`src/rtl/addsub_pkg.sv`:
```
// addsub_pkg
// Shared definitions for the pipelined adder/subtractor:
//   op_e       - operation select encoding carried on the 'sub' input
//   slice_w    - bits handled by each pipeline stage
//   params_ok  - legality of a WIDTH/STAGES pair
//   full_add   - one full-adder cell, returns {carry_out, sum}
package addsub_pkg;

    typedef enum logic {
        OP_ADD = 1'b0,
        OP_SUB = 1'b1
    } op_e;

    function automatic int slice_w(input int width, input int stages);
        return width / stages;
    endfunction

    function automatic bit params_ok(input int width, input int stages);
        return (width >= 1) && (stages >= 1) && (stages <= width) && ((width % stages) == 0);
    endfunction

    function automatic logic [1:0] full_add(input logic x, input logic y, input logic ci);
        return {(x & y) | (ci & (x ^ y)), x ^ y ^ ci};
    endfunction

endpackage

```
`src/rtl/rca_slice.sv`:
```
// rca_slice
// Combinational ripple-carry slice of W full-adder cells.
// Ports:
//   a, b      in   W   slice operands (b already inverted for subtraction)
//   cin       in   1   carry into bit 0
//   s         out  W   slice sum
//   cout      out  1   carry out of the top cell
//   c_msb_in  out  1   carry into the top cell, used for signed overflow
module rca_slice
    import addsub_pkg::*;
#(
    parameter int W = 4
) (
    input  logic [W-1:0] a,
    input  logic [W-1:0] b,
    input  logic         cin,
    output logic [W-1:0] s,
    output logic         cout,
    output logic         c_msb_in
);

    logic [W:0] carry;

    // The ripple is evaluated inside one process so the carry chain reads as
    // a sequence of cells rather than a self-referencing vector.
    always_comb begin
        carry    = '0;
        s        = '0;
        carry[0] = cin;
        for (int i = 0; i < W; i++) begin
            {carry[i+1], s[i]} = full_add(a[i], b[i], carry[i]);
        end
    end

    assign cout     = carry[W];
    assign c_msb_in = carry[W-1];

endmodule

```
`src/rtl/pipelined_addsub.sv`:
```
// pipelined_addsub
// WIDTH-bit adder/subtractor split into STAGES ripple slices, one per clock.
// Ports:
//   clk, rst_n           clock, asynchronous active-low reset
//   in_valid / in_ready  operand handshake
//   a, b, sub, cin       operands; sub=1 gives a-b, otherwise a+b+cin
//   out_valid / out_ready result handshake
//   sum, cout, ovf       result, carry (no-borrow when subtracting), signed overflow
module pipelined_addsub
    import addsub_pkg::*;
#(
    parameter int WIDTH  = 16,
    parameter int STAGES = 4
) (
    input  logic             clk,
    input  logic             rst_n,
    input  logic             in_valid,
    output logic             in_ready,
    input  logic [WIDTH-1:0] a,
    input  logic [WIDTH-1:0] b,
    input  logic             sub,
    input  logic             cin,
    output logic             out_valid,
    input  logic             out_ready,
    output logic [WIDTH-1:0] sum,
    output logic             cout,
    output logic             ovf
);

    localparam int S = slice_w(WIDTH, STAGES);

    if (!params_ok(WIDTH, STAGES)) begin : gParamCheck
        $error("pipelined_addsub: WIDTH must be a multiple of STAGES and 1 <= STAGES <= WIDTH");
    end

    logic             stall;
    logic [WIDTH-1:0] bEff;
    logic             cinEff;

    // Per-stage slice wiring
    logic [S-1:0]     sliceA    [STAGES];
    logic [S-1:0]     sliceB    [STAGES];
    logic [S-1:0]     sliceS    [STAGES];
    logic             sliceCin  [STAGES];
    logic             sliceCout [STAGES];
    logic             sliceCmsb [STAGES];

    // Pipeline register k holds the state written by stage k
    logic             valid_d [STAGES];
    logic             valid_q [STAGES];
    logic [WIDTH-1:0] sum_d   [STAGES];
    logic [WIDTH-1:0] sum_q   [STAGES];
    logic             carry_d [STAGES];
    logic             carry_q [STAGES];
    logic [WIDTH-1:0] opA_d   [STAGES];
    logic [WIDTH-1:0] opA_q   [STAGES];
    logic [WIDTH-1:0] opB_d   [STAGES];
    logic [WIDTH-1:0] opB_q   [STAGES];
    logic             ovf_d;
    logic             ovf_q;

    // A result that the consumer refuses freezes the whole pipe, bubbles included.
    assign stall    = valid_q[STAGES-1] & ~out_ready;
    assign in_ready = ~stall;

    // Subtraction becomes a + ~b + 1, so only stage 0 ever knows about 'sub'.
    assign bEff   = (op_e'(sub) == OP_SUB) ? ~b : b;
    assign cinEff = (op_e'(sub) == OP_SUB) ? 1'b1 : cin;

    for (genvar k = 0; k < STAGES; k++) begin : gStage
        rca_slice #(.W(S)) uSlice (
            .a        (sliceA[k]),
            .b        (sliceB[k]),
            .cin      (sliceCin[k]),
            .s        (sliceS[k]),
            .cout     (sliceCout[k]),
            .c_msb_in (sliceCmsb[k])
        );

        // Operands not yet consumed travel shifted down so every stage reads
        // its slice from bit 0; finished low sum bits accumulate in sum.
        if (k == 0) begin : gHead
            assign sliceA[k]   = a[S-1:0];
            assign sliceB[k]   = bEff[S-1:0];
            assign sliceCin[k] = cinEff;
            assign valid_d[k]  = in_valid;
            assign sum_d[k]    = WIDTH'(sliceS[k]);
            assign opA_d[k]    = a >> S;
            assign opB_d[k]    = bEff >> S;
        end else begin : gBody
            assign sliceA[k]   = opA_q[k-1][S-1:0];
            assign sliceB[k]   = opB_q[k-1][S-1:0];
            assign sliceCin[k] = carry_q[k-1];
            assign valid_d[k]  = valid_q[k-1];
            assign sum_d[k]    = sum_q[k-1] | (WIDTH'(sliceS[k]) << (k * S));
            assign opA_d[k]    = opA_q[k-1] >> S;
            assign opB_d[k]    = opB_q[k-1] >> S;
        end

        assign carry_d[k] = sliceCout[k];
    end

    // Overflow depends only on the two carries around the overall MSB cell,
    // which lives in the last slice.
    assign ovf_d = sliceCmsb[STAGES-1] ^ sliceCout[STAGES-1];

    // All stages advance together; data moves even for bubbles so the
    // only condition gating updates is the stall.
    always_ff @(posedge clk or negedge rst_n) begin
        if (!rst_n) begin
            for (int k = 0; k < STAGES; k++) begin
                valid_q[k] <= 1'b0;
                sum_q[k]   <= '0;
                carry_q[k] <= 1'b0;
                opA_q[k]   <= '0;
                opB_q[k]   <= '0;
            end
            ovf_q <= 1'b0;
        end else if (!stall) begin
            for (int k = 0; k < STAGES; k++) begin
                valid_q[k] <= valid_d[k];
                sum_q[k]   <= sum_d[k];
                carry_q[k] <= carry_d[k];
                opA_q[k]   <= opA_d[k];
                opB_q[k]   <= opB_d[k];
            end
            ovf_q <= ovf_d;
        end
    end

    assign out_valid = valid_q[STAGES-1];
    assign sum       = sum_q[STAGES-1];
    assign cout      = carry_q[STAGES-1];
    assign ovf       = ovf_q;

endmodule

```
`config.mk`:
```
export PLATFORM = sky130hd
export DESIGN_NAME = pipelined_addsub
export DESIGN_NICKNAME = d
export VERILOG_FILES = /design/src/rtl/addsub_pkg.sv /design/src/rtl/rca_slice.sv /design/src/rtl/pipelined_addsub.sv
export SDC_FILE = /design/constraint.sdc
export NUM_CORES = 1
export LEC_CHECK = 0
export CORE_MARGIN = 2
export CORE_UTILIZATION = 35
export CTS_CLUSTER_DIAMETER = 120
export DETAILED_ROUTE_END_ITERATION = 16
export GPL_TIMING_DRIVEN = 0
export PLACE_DENSITY = 0.65
export SLEW_MARGIN = 20
export SYNTH_ARGS = -nofsm -noshare
export SYNTH_HDL_FRONTEND = slang
export SYNTH_SLANG_ARGS = --single-unit
```
`constraint.sdc`:
```
create_clock -name clk -period 3.7 [get_ports clk]
set_input_delay 0.925 -clock clk [delete_from_list [all_inputs] [get_ports clk]]
set_output_delay 0.925 -clock clk [all_outputs]
set_load 0.005 [all_outputs]
```
; Word-level counts from Yosys, hierarchy flattened
; Index checks and enable logic that the tools add are counted.
[word_totals]
output_inout_bits = 20
inputBits = 38
ff_bits = 109
[op_classes]
bitwise_logic = 88
mux = 2
[op_table]
columns = operator, count
row1 = bitwise AND 1 bit, 33
row2 = XOR 1 bit, 33
row3 = two-way mux 16 bit, 1
row4 = inverter 16 bit, 1
row5 = bitwise OR 1 bit, 16
row6 = bitwise OR 16 x 12 -> 16 bit, 1
row7 = bitwise OR 16 bit, 1
row8 = bitwise OR 4 x 8 -> 8 bit, 1
row9 = inverter 1 bit, 2
row10 = two-way mux 1 bit, 1

; Longest topological paths before layout
[depth]
depth_word = 11
ltp_mapped = 10

; Hierarchy
; A second synthesis with hierarchy kept.
[unflattened]
hier_cells = 282
hier_area_um2 = 4276.6
[by_module_without_submodules]
columns = module, cells_each, n_inst, area_per_inst_um2
row1 = pipelined_addsub, 226, 1, 3806.2
row2 = rca_slice, 14, 4, 117.6

; Worst setup path after synthesis
; OpenSTA, ideal clock, no wires.
[synth_path]
path_kind = input to register
from = input sub
to = register sum_q[51] in the netlist's numbering
setup_time_ns = 0.125
path_stages = 10
required_time_ns = 3.575
slack_ns = 0.392
arrival_ns = 3.184
path_cell_list = buf_2 buf_4 xor2_1 fa_1 inv_1 fa_1 fa_1 inv_1 fa_1 mux2_2
[synth_via]
elab_chain_len = 9
elab_cells_between_ends = 16
cone_classes = 2 x mux / 14 x bitwise
[synth_rtl]
columns = element, line
row1 = start: declaration, pipelined_addsub.sv:21  ; input logic sub,
row2 = two-way mux 16 bit, pipelined_addsub.sv:67  ; assign bEff = (op_e'(sub) == OP_SUB) ? ~b : b;
row3 = XOR 1 bit, addsub_pkg.sv:23  ; return {(x & y) | (ci & (x ^ y)), x ^ y ^ ci};
row4 = bitwise AND 1 bit, addsub_pkg.sv:23
row5 = bitwise OR 1 bit, addsub_pkg.sv:23
row6 = bitwise AND 1 bit, addsub_pkg.sv:23
row7 = bitwise OR 1 bit, addsub_pkg.sv:23
row8 = bitwise AND 1 bit, addsub_pkg.sv:23
row9 = bitwise OR 1 bit, addsub_pkg.sv:23
row10 = XOR 1 bit *, addsub_pkg.sv:23
row11 = named net gStage[0].uSlice.s[3], rca_slice.sv:17  ; output logic [W-1:0] s,
row12 = end signal: indexed assignment, pipelined_addsub.sv:122  ; sum_q[k] <= sum_d[k];
row13 = end: declaration, pipelined_addsub.sv:52  ; logic [WIDTH-1:0] sum_q [STAGES];
; The timed path passes the listed nets; every way through them passes the cells marked *.
; A chain may end at the register's enable or synchronous reset.

; Worst setup path in the final report
[layout_path]
from = input out_ready
to = output in_ready
[layout_via]
elab_chain_len = 3
[layout_rtl]
columns = element, line
row1 = start: declaration, pipelined_addsub.sv:24  ; input logic out_ready,
row2 = inverter 1 bit, pipelined_addsub.sv:63  ; assign stall = valid_q[STAGES-1] & ~out_ready;
row3 = bitwise AND 1 bit, pipelined_addsub.sv:63
row4 = inverter 1 bit, pipelined_addsub.sv:64  ; assign in_ready = ~stall;
row5 = end: declaration, pipelined_addsub.sv:18  ; output logic in_ready,
; Every way passes these cells.

==> metrics.yaml <==
ys_seq_elements: 97
synth_top_area_share_pct: 55.8
vias: 2299
synthesis.area_um2: 4350
htreeDepth: 3
final_max_slew_viol_count: 0
antenna_found_initial: 0
routedWlPerCell_um: 15.4
die_y_um: 115
grt_pass1_wl_um: 13200
syn_avg_cell_area_um2: 15.6
cap_viol_max_count: 0
first_iter_violations: 74
hp-class: "reg2reg"
grt-ovfl-total: 0
rsz0062_at_grt: "false"
ant_nets: 0
cp.required_ps: 2770
syn2layout_area_growth_pct: 25.2
synth-warning-count: 0
fin_cells: 520
nets: 401
routed_via_density: 4.42
post_cts_buffers: 0
fp.dieW_um: 115
power.density_nw_per_um2: 800
multi_input_area_um2: 1700
synth.yosys.seq_area_share_pct: 55.8
min_delay_path_depth: 1
post-route-period-util_pct: 96.3
synth_nets: 333
cts-resized-gates: 0
clock_latency_ps: 340
cp.arrival_ps: 2640
relSlewSlack_pct: 60.1
synthTopCellsByArea: "dfrtp_1, mux2_2, mux2_4"
cts.clk_slew.worst_paths_ps: 60
final_area_um2: 5440
drt_pre_antenna_iters: 4
syn_inst: 279
io_buffer_count: 56
grt_max_degree: 57
cts_hold_buf: 0
reg2reg_depth: 9
status: "complete, no violations"
core_area_um2: 12100
clkSinkCount: 97
crit_type: "in2out"
power.leakage_nw: 2.37
cp-startpoint: "out_ready"
num_rows: 40
crit_path_end_kind: "output port"
regArea_um2: 2430
antennaDiodeCount: 0
min_to: "out_valid"
cts_tree: "done"
fillers: 1115
ys_types: 19
pin_count: 58
regToRegEndpoint: "ovf"
clock_skew_ps: 7.66
post-place-cells: 504
root_buffer: "clkbuf_16"
die-area_um2: 13300
initial_utilization_pct: 36.0
finalCriticalPeriod_ps: 3560
cts_made_buffers: 9
hold_viol: 0
gp_congestion: 0.691
drc: 0
grt_usage_pct: 13.3
fmax_mhz: 281
drive_above_1_share_pct: 35.2
crit_path_start_kind: "primary input"
worst_slew_pin_slew_ps: 598
grt_pass1_vias: 2531
dp.final_hpwl_um: 5700
totalWireLength_um: 8010
crit_fanout: 10
r2r_start: "carry_q[1]"
clockBufferDepth: 2
setup_viol: 0
ir_worst_vdd_uv: 227
synth_top_cell_by_area: "dfrtp_1"
min-delay-start: "valid_d[0]"
setup_tns_ps: 0
r2r_setup_slack_ps: 1250
place_area_um2: 5150
[state kept, by name, indices dropped and copies added, names as in the netlist]
register / cells
sum_q: 24
sum: 16
opA_d: 12
opA_q: 12
opB_d: 12
opB_q: 12
carry_q: 3
valid_d: 3
cout: 1
out_valid: 1
ovf: 1
[power breakdown]
part / switching, mW / internal (mW) / total [mW]
clock network: 0.394 / 0.526 / 0.920
registers: 0.255 / 1.54 / 1.80
logic: 0.628 / 1.01 / 1.64
[cells by family after synthesis]
group,synth area share [%]
and+or+nand+nor,2.22
adders and majority gates,7.37
muxes,24.3
AOI/OAI and AO/OA,1.93
DFF,55.8
xor gates and xnor gates,3.42
buffers and inverters,4.98
[through the flow]
step           utilization (%)  setup WS (ps)  total power, mW  hold slack (ps)
6_report                  45.1            137             4.36              463
3_3_place_gp              42.4          -1800             3.41              452
3_5_place_dp              42.7           62.1             3.50              457
5_1_grt                   45.1           30.2             4.67              502
2_1_floorplan                -            392             2.90              428
4_1_cts                   45.1            106             4.43              472
[Yosys cell counts, drive strengths merged]
cell type / n
dfrtp: 97
mux2: 83
inv: 26
fa: 16
buf: 12
xor2: 12
a21oi: 10
nor3b: 10
xnor2: 5
mux2i: 3
clkbuf: 2
nand2b: 1
nor2b: 1
or2: 1
[area by class of cell]
class / instances / share of cell area, %
clock buffers: 10 / 4.21
multi-input cells: 142 / 31.3
well taps: 168 / 3.86
repair buffers: 57 / 10.8
clock inverters: 6 / 1.24
plain buffers: 14 / 2.09
inverters: 26 / 1.88
flip-flops and latches: 97 / 44.6
[cell usage in the layout, fill, tap and decap left out, types with 2 or more instances in the layout]
cell             instances
a21oi_2                  9
buf_4                    6
buf_6                    6
clkbuf_1                 3
clkbuf_16                9
clkdlybuf4s50_1         55
clkinvlp_4               2
dfrtp_1                 97
fa_1                    16
inv_1                   25
inv_6                    2
mux2_2                  59
mux2_4                  24
mux2i_1                  3
nor3b_1                 10
xnor2_1                  5
xor2_1                  12
[critical path, stage by stage]
cell,delay [ps]
clkdlybuf4s50_1,490
nor2b_2,50
buf_6,140
inv_6,100
buf_6,180
buf_6,210
clkdlybuf4s50_1,520
[layer usage]
metal / GRT usage, % / wire [um]
met4: 4.50 / 112
met1: 17.6 / 3690
met3: 3.45 / 316
met2: 21.3 / 3890
met5: 0 / 0
[worst max-delay path by stage]
stage                endpoint  depth (start not counted)
global route         in_ready                          7
finish               in_ready                          7
CTS                  in_ready                          7
floorplan           sum_q[51]                         10
global placement    opA_d[33]                          1
detailed placement  sum_q[51]                         10
No activity file was read; power rests on OpenSTA's default activity.
